--- src/rtl/sprite_blit_ctrl.sv ---
// Copies a sprite from a pixel ROM into the framebuffer at (pos_x, pos_y).
// Two-stage pipeline: stage 0 drives the ROM index, stage 1 holds the write request.
module sprite_blit_ctrl #(
  parameter int                 PIX_W    = 17,
  parameter int                 COLOR_W  = 16,
  parameter int                 DIM_W    = 9,
  parameter int                 X_W      = 10,
  parameter int                 Y_W      = 9,
  parameter int                 SCREEN_W = 320,
  parameter int                 SCREEN_H = 240,
  parameter int                 FB_A_W   = 17,
  parameter logic [COLOR_W-1:0] KEY      = 16'hFFFF
) (
  input  logic               clk,
  input  logic               rst_n,
  input  logic               start,
  input  logic [X_W-1:0]     pos_x,
  input  logic [Y_W-1:0]     pos_y,
  output logic               busy,
  output logic               done,
  output logic [PIX_W-1:0]   spr_pixel,
  input  logic [COLOR_W-1:0] spr_color,
  input  logic [DIM_W-1:0]   spr_width,
  input  logic [DIM_W-1:0]   spr_height,
  output logic               fb_we,
  output logic [FB_A_W-1:0]  fb_addr,
  output logic [COLOR_W-1:0] fb_data,
  input  logic               fb_ready
);

  localparam int XS = X_W + 1;
  localparam int YS = Y_W + 1;

  typedef enum logic [1:0] {IDLE, RUN, DRAIN, DONE} state_t;

  state_t            state;
  logic [X_W-1:0]    px;
  logic [Y_W-1:0]    py;
  logic [DIM_W-1:0]  w;
  logic [DIM_W-1:0]  h;
  logic [DIM_W-1:0]  col;
  logic [DIM_W-1:0]  row;
  logic              s1_valid;

  logic [XS-1:0]     x_next;
  logic [YS-1:0]     y_next;
  logic              in_bounds;
  logic              pix_we;
  logic              last;
  logic              stall;
  logic [FB_A_W-1:0] addr_next;

  // Screen coordinates are one bit wider than the inputs so the sum cannot wrap back on screen.
  always_comb begin
    x_next    = XS'(px) + XS'(col);
    y_next    = YS'(py) + YS'(row);
    in_bounds = (x_next < XS'(SCREEN_W)) && (y_next < YS'(SCREEN_H));
    pix_we    = in_bounds && (spr_color != KEY);
    addr_next = FB_A_W'(y_next) * FB_A_W'(SCREEN_W) + FB_A_W'(x_next);
    last      = (col == w - 1'b1) && (row == h - 1'b1);
    stall     = s1_valid && fb_we && !fb_ready;
  end

  always_ff @(posedge clk or negedge rst_n) begin
    if (!rst_n) begin
      state     <= IDLE;
      busy      <= 1'b0;
      done      <= 1'b0;
      spr_pixel <= '0;
      fb_we     <= 1'b0;
      fb_addr   <= '0;
      fb_data   <= '0;
      s1_valid  <= 1'b0;
      px        <= '0;
      py        <= '0;
      w         <= '0;
      h         <= '0;
      col       <= '0;
      row       <= '0;
    end else begin
      done <= 1'b0;
      case (state)
        IDLE: begin
          if (start) begin
            px <= pos_x;
            py <= pos_y;
            w  <= spr_width;
            h  <= spr_height;
            if (spr_width == '0 || spr_height == '0) begin
              state <= DONE;
              done  <= 1'b1;
            end else begin
              state     <= RUN;
              busy      <= 1'b1;
              col       <= '0;
              row       <= '0;
              spr_pixel <= '0;
            end
          end
        end
        RUN: begin
          if (!stall) begin
            s1_valid <= 1'b1;
            fb_we    <= pix_we;
            fb_addr  <= addr_next;
            fb_data  <= spr_color;
            if (last) begin
              state <= DRAIN;
            end else begin
              spr_pixel <= spr_pixel + PIX_W'(1);
              if (col == w - 1'b1) begin
                col <= '0;
                row <= row + 1'b1;
              end else begin
                col <= col + 1'b1;
              end
            end
          end
        end
        DRAIN: begin
          // Stage 1 empties on this edge, so done lands one cycle after the last write slot.
          if (!stall) begin
            s1_valid <= 1'b0;
            fb_we    <= 1'b0;
            busy     <= 1'b0;
            done     <= 1'b1;
            state    <= DONE;
          end
        end
        DONE:    state <= IDLE;
        default: state <= IDLE;
      endcase
    end
  end

endmodule

--- config.mk ---
export PLATFORM = sky130hd
export DESIGN_NAME = sprite_blit_ctrl
export DESIGN_NICKNAME = d
export VERILOG_FILES = /design/src/rtl/sprite_blit_ctrl.sv
export SDC_FILE = /design/constraint.sdc
export NUM_CORES = 1
export LEC_CHECK = 0
export ABC_AREA = 1
export BUFFER_PORTS_ARGS = -buffer_cell sky130_fd_sc_hd__buf_4
export CAP_MARGIN = 20
export CORE_MARGIN = 3
export CORE_UTILIZATION = 35
export CTS_CLUSTER_DIAMETER = 60
export DETAILED_ROUTE_END_ITERATION = 10
export GPL_TIMING_DRIVEN = 0
export PLACE_DENSITY = 0.58
export SYNTH_ARGS = -nofsm -noshare
export SYNTH_HDL_FRONTEND = slang
export SYNTH_SLANG_ARGS = --single-unit
--- constraint.sdc ---
create_clock -name clk -period 9.05 [get_ports clk]
set_clock_uncertainty 0.2 [all_clocks]
set_input_delay 1.81 -clock clk [delete_from_list [all_inputs] [get_ports clk]]
set_output_delay 1.81 -clock clk [all_outputs]
set_load 0.03 [all_outputs]
==> flow_summary_export.csv <==
group,metric,value,unit
run_status,status,"finished clean",
floorplan,die_y,151,um
clock_network,cts_root_buf,"clkbuf_16",
global_route,grt_pass1_vias,6185,
cells_and_area,utilization,43.6,%
pwr,peakVddDrop,0.181,mV
clock_network,postCtsSetupBuffers,0,
floorplan,initial_core_util,36.1,%
cells_and_area,drive_above_1_share,18.3,%
critical_path,cp.arrival,4.08,ns
timing,period_needed,4.03,ns
cells_and_area,post-route-cell-area,8940,um^2
drt,first_pass_iters,4,
cells_and_area,fillers,2105,
cells_and_area,final_common_cell,"nand2_1",
hold_path,hp-class,"reg -> reg",
clock_network,clk_pin_slew,0.07,ns
global_route,grt_max_degree,82,
timing,max_freq,248,MHz
place,dp_hpwl,14.7,mm
global_route,antenna_found_initial,0,
critical_path,crit_path_end_kind,"flop",
yosys,syn-cell-area,7400,um^2
clock_network,numCtsBuffers,9,
floorplan,rows,52,
timing,relSlewSlack,50.5,%
clock_network,clk_latency,0.36,ns
timing,setup_ws,5.02,ns
place,postPlaceCellArea,8590,um^2
yosys,ys_seq_elements,111,
critical_path,cp_max_fo,7,
yosys,synth_seq_area_share,37.5,%
timing,maxSlewViolCount,0,
floorplan,design.core.area,20500,um^2
drt,viasPerCell,4.72,
clock_network,cts_resized,0,
drt,drc,0,
clock_network,clockBufferDepth,2,
yosys,synth_edf_count,0,
floorplan,die_w,151,um
drt,wirelength,18.7,mm
cells_and_area,fin_nets,1184,
yosys,async_flop_share,100,%
drt,wire_per_inst,13.8,um
pwr,p_leak,4.52,nW
place,place_worst_setup_slack,5.02,ns
pwr,cellPowerDensity,376,nW/um^2
timing,tightestPinTransition,0.742,ns
clock_network,cts_tree,"built",
yosys,syn_nets,1063,
yosys,avgSynthCellArea,7.71,um^2
clock_network,cts.sinks,111,
place,numPortBuffers,109,
cells_and_area,final_cell_mix,"295 x nand2_1, 111 x dfrtp_1, 109 x buf_4",
drt,drt_iter0_drc,312,
global_route,grt_first_pass_wirelength,31.1,mm
pwr,finalPower,3.36,mW
floorplan,io_pins,110,
cells_and_area,area_growth,20.9,%
floorplan,die_area,22900,um^2
place,place_congestion,0.851,
clock_network,holdBufCountCts,0,
run,drv_cap,0,
timing,hold_violations,0,
timing,setup_viol,0,
critical_path,start_kind,"flop",
yosys,syn_inst,960,
timing,rsz0062_at_grt,"no",
critical_path,path_class,"reg -> reg",
cells_and_area,antenna_cells,0,
drt,ant_nets,0,
yosys,yosys_warnings,0,
global_route,overflow,0,
timing,finalCritPeriodShare,44.6,%
critical_path,required,9.10,ns
drt,vias,6405,
global_route,grt_use_total,17.0,%
yosys,yosysUniqueCellTypes,43,
timing,timing.setup.tns,0,ns
clock_network,htreeDepth,3,
yosys,synthFlopType,"dfrtp_1",
## through the flow
| stage | instances | hold slack, ns |
|---|---|---|
| 2_1_floorplan | 960 | 0.272 |
| 3_3_place_gp | 1339 | 0.257 |
| 3_5_place_dp | 1340 | 0.260 |
| 4_1_cts | 1356 | 0.278 |
| 5_1_grt | 1356 | 0.293 |
| 6_report | 1356 | 0.272 |
## synth_stat cells (2+ instances only)
| master | instances | share of area (%) |
|---|---|---|
| nand3_4 | 2 | 0.47 |
| o31ai_1 | 2 | 0.20 |
| xor2_1 | 35 | 4.1 |
| a21oi_1 | 31 | 2.1 |
| nor2_1 | 73 | 3.7 |
| inv_1 | 108 | 5.5 |
| inv_2 | 3 | 0.15 |
| nand2_4 | 2 | 0.30 |
| nor2_2 | 2 | 0.17 |
| nor4_1 | 4 | 0.34 |
| ha_1 | 42 | 7.1 |
| a31o_2 | 2 | 0.24 |
| fa_1 | 4 | 1.1 |
| nor3_1 | 9 | 0.61 |
| nand3_1 | 54 | 3.7 |
| clkbuf_1 | 16 | 0.81 |
| xnor2_1 | 18 | 2.1 |
| buf_6 | 5 | 0.76 |
| o21ai_2 | 25 | 3.0 |
| nand4_1 | 31 | 2.6 |
| nand3b_1 | 6 | 0.61 |
| o21ai_1 | 4 | 0.27 |
| mux2_2 | 19 | 2.9 |
| nand2_1 | 295 | 15 |
| or2_2 | 7 | 0.59 |
| o21ai_0 | 32 | 2.2 |
| buf_2 | 2 | 0.14 |
| o21bai_1 | 2 | 0.20 |
| dfrtp_1 | 111 | 38 |
## layer usage
| metal | wire length (um) | vias to the layer above | track usage [%] |
|---|---|---|---|
| li1 | - | 3341 | - |
| met2 | 9270 | 68 | 29.4 |
| met4 | 94 | 0 | 2.58 |
| met5 | 0 | - | 0 |
| met3 | 644 | 7 | 3.20 |
| met1 | 8660 | 2989 | 22.7 |
## state kept, by name, indices dropped and copies added (netlist names), 2 cells and up
signal / count
w: 9
h: 9
py: 9
px: 10
state: 2
spr_pixel: 17
fb_addr: 17
col: 9
row: 9
fb_data: 16
## kinds of logic after synthesis
kind of cell    after synthesis  synth area share, %
compound gates              106                 8.96
xor+xnor                     54                 6.49
fa+ha+maj                    46                 8.18
buf+inv                     136                 7.64
flops                       111                 37.5
mux                          19                 2.89
simple gates                488                 28.3
## worst paths after layout
check                            from  slack [ns]  cells after the start           to
max                            row[2]        5.02                     22  fb_addr[16]
min                        fb_addr[0]        0.27                      2   fb_addr[0]
min reg2reg                fb_addr[0]        0.27                      2   fb_addr[0]
max in group asynchronous       rst_n        6.81                      2        py[2]
max reg2reg                    row[2]        5.02                     22  fb_addr[16]
min in group asynchronous       rst_n        1.14                      1  fb_data[14]
## layout make-up
type	count	area, um^2	share of cell area [%]
multi-input combinational	713	4060	45.4
tap	270	338	3.78
inverter	111	417	4.66
timing repair buffer	110	850	9.50
clock inverter	5	104	1.16
clock buffer	11	253	2.83
sequential	111	2780	31.1
buffer	25	149	1.66
## critical path, cell delays in order (launching register included)
cell	delay [ns]
dfrtp_1	0.48
ha_1	0.38
a21oi_1	0.21
nand2_1	0.12
xor2_1	0.27
inv_1	0.08
ha_1	0.28
ha_1	0.19
inv_1	0.06
fa_1	0.47
inv_1	0.04
ha_1	0.29
nand2_1	0.08
nand2_1	0.08
nand2_1	0.08
nor2_1	0.10
nand2_1	0.09
nor2_1	0.09
nand2_1	0.07
nand3_1	0.08
nand2_1	0.08
nand2_1	0.06
nand2_1	0.05
## report_power, final
group | internal, mW | switching (mW)
combinational | 0.776 | 1.29
sequential | 0.681 | 0.136
clock | 0.286 | 0.190
Power figures use the tool's default switching activity.
